**src/rtl/audio_stream_ctrl.sv**
```systemverilog
// audio_stream_ctrl: header-driven audio clip player feeding a serial shifter from a sync-read ROM.
// Ports: clk/rst (sync, active-high); en freezes all state; audio_index selects the clip header
// address [14:0] (bit 15 = loop flag); stop aborts playback; shft_ready/shft_load/shft_data form the
// shifter handshake; rom_addr/rom_data drive the audio ROM (one-clock read latency); ready/busy/done
// report status.
// Optional feature: define AUDIO_LOOP_EN to honour the loop flag (clip restarts instead of ending).
module audio_stream_ctrl #(
   parameter int         ROM_ADDR_W    = 13,
   parameter int         ROM_DATA_W    = 8,
   parameter int         SAMPLE_PERIOD = 2048,
   parameter int         SHFT_W        = 76,
   parameter logic [3:0] SHFT_CMD      = 4'h9,
   parameter int         SAMPLE_LSB    = 12
) (
   input  logic                  clk,
   input  logic                  rst,
   input  logic                  en,
   input  logic [15:0]           audio_index,
   input  logic                  stop,
   input  logic                  shft_ready,
   output logic [SHFT_W-1:0]     shft_data,
   output logic                  shft_load,
   output logic [ROM_ADDR_W-1:0] rom_addr,
   input  logic [ROM_DATA_W-1:0] rom_data,
   output logic                  ready,
   output logic                  busy,
   output logic                  done
);
`ifdef AUDIO_LOOP_EN
   localparam logic LOOP_EN = 1'b1;
`else
   localparam logic LOOP_EN = 1'b0;
`endif
   localparam int CW = $clog2(SAMPLE_PERIOD);
   typedef enum logic [2:0] {IDLE, H0, H1, H2, H3, SEND, WAIT} state_t;
   state_t state, state_n;
   logic [ROM_ADDR_W-1:0] idx, start, ptr, start_c;
   logic [15:0] size, sent;
   logic [7:0] addr_hi;
   logic [CW-1:0] wait_cnt;
   logic looping, wait_done, clip_end;
   assign start_c   = ROM_ADDR_W'({addr_hi, rom_data[7:0]});
   assign wait_done = wait_cnt == CW'(SAMPLE_PERIOD - 2);
   assign clip_end  = sent == size;
   assign shft_load = (state == SEND) & shft_ready & en & ~stop;
   assign shft_data = (state == SEND) ? ({SHFT_CMD, {(SHFT_W-4){1'b0}}} | (SHFT_W'(rom_data) << SAMPLE_LSB)) : '0;
   assign ready     = (state == IDLE) & en & ~rst;
   assign busy      = state != IDLE;
   always_comb begin
      state_n  = state;
      done     = 1'b0;
      rom_addr = '0;
      case (state)
         IDLE: begin
            rom_addr = audio_index[ROM_ADDR_W-1:0];
            state_n  = (audio_index[14:0] != '0) ? H0 : IDLE;
         end
         H0: begin
            rom_addr = idx + ROM_ADDR_W'(1);
            state_n  = H1;
         end
         H1: begin
            rom_addr = idx + ROM_ADDR_W'(2);
            state_n  = H2;
         end
         H2: begin
            rom_addr = idx + ROM_ADDR_W'(3);
            state_n  = H3;
         end
         H3: begin
            // start address goes straight to the ROM so the first sample is ready in SEND
            rom_addr = start_c;
            state_n  = (size == '0) ? IDLE : SEND;
            done     = size == '0;
         end
         SEND: begin
            rom_addr = ptr;
            state_n  = shft_ready ? WAIT : SEND;
         end
         WAIT: begin
            // on a looping restart prefetch the clip start during the last WAIT clock
            rom_addr = (wait_done & clip_end & looping) ? start : ptr;
            state_n  = !wait_done ? WAIT : (clip_end & ~looping) ? IDLE : SEND;
            done     = wait_done & clip_end & ~looping;
         end
         default: state_n = IDLE;
      endcase
      if (stop) begin
         state_n = IDLE;
         done    = 1'b0;
      end
      if (!en) begin
         state_n = state;
         done    = 1'b0;
      end
   end
   always_ff @(posedge clk) begin
      if (rst) begin
         state    <= IDLE;
         idx      <= '0;
         looping  <= 1'b0;
         size     <= '0;
         addr_hi  <= '0;
         start    <= '0;
         ptr      <= '0;
         sent     <= '0;
         wait_cnt <= '0;
      end else if (en) begin
         state <= state_n;
         case (state)
            IDLE: begin
               idx     <= audio_index[ROM_ADDR_W-1:0];
               looping <= audio_index[15] & LOOP_EN;
            end
            H0: size[15:8] <= rom_data[7:0];
            H1: size[7:0]  <= rom_data[7:0];
            H2: addr_hi    <= rom_data[7:0];
            H3: begin
               start <= start_c;
               ptr   <= start_c;
               sent  <= '0;
            end
            SEND: if (shft_load) begin
               ptr      <= ptr + ROM_ADDR_W'(1);
               sent     <= sent + 16'd1;
               wait_cnt <= '0;
            end
            WAIT: begin
               wait_cnt <= wait_cnt + CW'(1);
               if (wait_done & clip_end & looping) begin
                  ptr  <= start;
                  sent <= '0;
               end
            end
            default: ;
         endcase
      end
   end
endmodule
```
**config.mk**
```make
export PLATFORM = sky130hd
export DESIGN_NAME = audio_stream_ctrl
export DESIGN_NICKNAME = d
export VERILOG_FILES = /design/src/rtl/audio_stream_ctrl.sv
export SDC_FILE = /design/constraint.sdc
export NUM_CORES = 1
export LEC_CHECK = 0
export ABC_CLOCK_PERIOD_IN_PS = 7800
export BUFFER_PORTS_ARGS = -buffer_cell sky130_fd_sc_hd__buf_2
export CAP_MARGIN = 20
export CELL_PAD_IN_SITES_DETAIL_PLACEMENT = 1
export CELL_PAD_IN_SITES_GLOBAL_PLACEMENT = 1
export CORE_MARGIN = 2
export CORE_UTILIZATION = 43
export DETAILED_ROUTE_END_ITERATION = 10
export HOLD_SLACK_MARGIN = 0.06
export PLACE_DENSITY = 0.85
export SYNTH_ARGS = -nofsm -noshare
export SYNTH_HDL_FRONTEND = slang
export SYNTH_SLANG_ARGS = --single-unit
export TNS_END_PERCENT = 30
```
**constraint.sdc**
```tcl
create_clock -name clk -period 7.8 [get_ports clk]
set_input_delay 1.56 -clock clk [delete_from_list [all_inputs] [get_ports clk]]
set_output_delay 1.56 -clock clk [all_outputs]
set_load 0.02 [all_outputs]
```
==> flow_metrics.py <==
metrics = {
    "outcome": {
        "status": "finished clean",
    },
    "clock_tree": {
        "postCtsSetupRepairBufs": 0,
        "cts_tree": "built",
        "clk_pin_slew_ns": 0.06,
        "postCtsHoldBufs": 0,
        "clock_path_buffers": 2,
        "clk_latency_ns": 0.35,
        "cts_sinks": 77,
        "clk_root_buffer_cell": "clkbuf_16",
        "h-tree-depth": 3,
        "cts_buffers": 9,
        "cts_resized": 0,
    },
    "synthesis": {
        "synth_xor_area_share_pct": 8.61,
        "synth-compound-area-share_pct": 19.5,
        "synth.area.top_cells": "dfxtp_1 29%, buf_4 9.8%, nand2_1 8.0%, a21oi_1 5.9%, xnor2_1 4.7%",
        "syn_inst": 701,
        "synth_top_area_cell": "dfxtp_1",
        "synth_edf_count": 0,
        "synth-seq-area-share_pct": 28.7,
        "ys_warn_count": 0,
        "synth_seq_cells": 77,
        "async_flop_share_pct": 0,
        "yosysUniqueCellTypes": 75,
        "synth_ff_type": "dfxtp_1",
        "synth.top_cell.area_share_pct": 28.7,
        "synth_simple_gate_area_share_pct": 27.1,
        "syn_area_um2": 5380,
        "synthAdderAreaFrac_pct": 1.58,
        "avgSynthCellArea_um2": 7.67,
        "synth.most_common_cell": "nand2_1",
        "synth_commonest_cells": "115 x nand2_1, 77 x dfxtp_1, 70 x buf_4, 63 x a21oi_1, 58 x nor2_1",
        "synth_top_family_by_area": "simple AND/OR/NAND/NOR gates",
        "synthMuxAreaShare_pct": 0.372,
    },
    "placed_design": {
        "port_buffers": 54,
        "post-dp-hpwl_um": 11900,
        "gp_congestion": 0.846,
        "post_dp_cell_area_um2": 5430,
        "pre_cts_slack_ns": 3.38,
    },
    "floorplanning": {
        "coreArea_um2": 12100,
        "pin_count": 122,
        "initial_core_util_pct": 44.4,
        "rows": 40,
        "die_x_um": 116,
        "dieArea_um2": 13400,
        "die_y_um": 116,
    },
    "worst_setup_path": {
        "worstSetupPathType": "register to output port",
        "cp.arrival_ns": 3.25,
        "setup.worst_path.end_class": "output port",
        "crit_end": "rom_addr[8]",
        "cp-startpoint": "state[2]",
        "r2r_slack_ns": 4.94,
        "r2r_cells": 6,
        "r2r_start": "state[1]",
        "cp.required_ns": 6.24,
        "crit_fanout": 15,
        "startpoint_type": "register",
        "r2r-end": "wait_cnt[2]",
    },
    "layout": {
        "post-route-util_pct": 47.2,
        "final-seq-area_um2": 1540,
        "diodes": 0,
        "final_area_um2": 5720,
        "layout-drive-gt1-share_pct": 13.1,
        "area_growth_pct": 6.33,
        "multi_input_area_um2": 3320,
        "nets": 763,
        "fillCellCount": 1569,
    },
    "power_and_ir_drop": {
        "leakagePower_uw": 0.00214,
        "ir_drop_mv": 0.111,
        "p_per_area_nw_per_um2": 171,
        "p_sw_uw": 300,
        "pwr-share-seq_pct": 42.4,
        "p_int_uw": 676,
        "clockPowerShare_pct": 41.6,
        "combPwrFrac_pct": 16.0,
        "swShare_pct": 30.7,
    },
    "sta": {
        "worst_slack_ns": 2.99,
        "min_period_over_period_pct": 61.7,
        "finalSetupViolations": 0,
        "period_needed_ns": 4.81,
        "rsz0062_at_grt": "no",
        "slew-limit-headroom_pct": 31.9,
        "maxSlewViolCount": 0,
        "hold_viol": 0,
        "tightest_slew_ns": 1.02,
        "fin_setup_tns_ns": 0,
        "clock.fmax_mhz": 208,
        "clock-skew-final_ns": 0.00526,
    },
    "flow_run": {
        "cap_violations": 0,
    },
    "routing": {
        "postRouteAntennaNets": 0,
        "firstDrtPassIters": 5,
        "drt-wirelength-per-cell_um": 17.9,
        "drt-total-wl_um": 16100,
        "viasPerCell": 5.63,
        "drt_iter0_drc": 312,
        "vias": 5069,
        "drc": 0,
    },
    "min_path": {
        "hp-class": "register to register",
    },
    "grt": {
        "grt_max_degree": 58,
        "gr-total-overflow": 0,
        "grt_pass1_vias": 4996,
        "antenna_found_initial": 0,
        "grtUsageTotal_pct": 24.2,
        "grt_pass1_wl_um": 25300,
    },
}
==> worst min-delay path by stage <==
stage / slack (ns) / endpoint / start / cells after the start
after floorplan: 0.45 / addr_hi[2] / addr_hi[2] / 2
after global placement: 0.47 / addr_hi[3] / addr_hi[3] / 2
after detailed placement: 0.48 / addr_hi[2] / addr_hi[2] / 2
after CTS: 0.49 / addr_hi[2] / addr_hi[2] / 2
after global routing: 0.51 / addr_hi[2] / addr_hi[2] / 2
final: 0.48 / addr_hi[2] / addr_hi[2] / 2
==> kinds of logic (layout without fill, tap and decap cells) <==
kind of cell,after synthesis,in the layout
simple gates,289,289
xor+xnor,52,52
flops,77,77
mux,2,2
other cells,1,66
compound gates,150,150
fa+ha+maj,7,7
buf+inv,123,90
==> power by group through the flow <==
stage / combinational, uW / sequential, uW / clock, uW
floorplan: 142 / 414 / 0
global placement: 148 / 421 / 0
detailed placement: 153 / 422 / 0
CTS: 154 / 414 / 410
global route: 169 / 415 / 424
finish: 156 / 414 / 406
==> state kept, by name, summed over array words and instances, names as in the netlist <==
| name | flops |
|---|---|
| sent | 16 |
| addr_hi | 5 |
| state | 3 |
| idx | 13 |
| ptr | 13 |
| wait_cnt | 11 |
| size | 16 |
==> cell usage in the layout (no fill, tap or decap), types with 9 or more instances in the layout <==
master,n
clkbuf_16,9
and2_1,12
xor2_1,22
nand2_1,115
nand3_1,26
dfxtp_1,77
a21oi_1,63
conb_1,66
buf_2,54
inv_1,12
xnor2_1,29
nand4_1,20
o21ai_0,12
nor2_1,58
==> layout make-up <==
type / count / area share [%]
clock inverters: 4 / 0.394
flip-flops and latches: 77 / 27.0
multi-input cells: 566 / 58.0
inverters: 14 / 0.919
repair buffers: 60 / 5.52
clock buffers: 12 / 4.49
well taps: 168 / 3.68
==> metrics by stage <==
step	hold slack [ns]	power (uW)	std cells
finish	0.484	976	901
global route	0.514	1010	901
CTS	0.486	978	900
detailed placement	0.478	575	884
global placement	0.469	570	884
floorplan	0.446	557	766
==> layer usage <==
metal  routed length [um]  GRT usage [%]  share of wire (%)
met2                 8120           43.0                 50
met4                  368           10.2                2.3
met1                 6850           29.3                 43
met3                  788           3.61                4.9
met5                    0              0                  0
==> worst max-delay path, cell delays in order, from the launching register on <==
cell       delay (ns)
dfxtp_1          0.50
buf_4            0.30
nor2b_1          0.51
nand2_1          0.15
xnor2_1          0.19
ha_1             0.19
inv_1            0.08
a211oi_4         0.31
a2bb2oi_2        0.15
a22oi_1          0.09
a221o_1          0.28
buf_2            0.16
No activity file was read; power rests on OpenSTA's default activity.
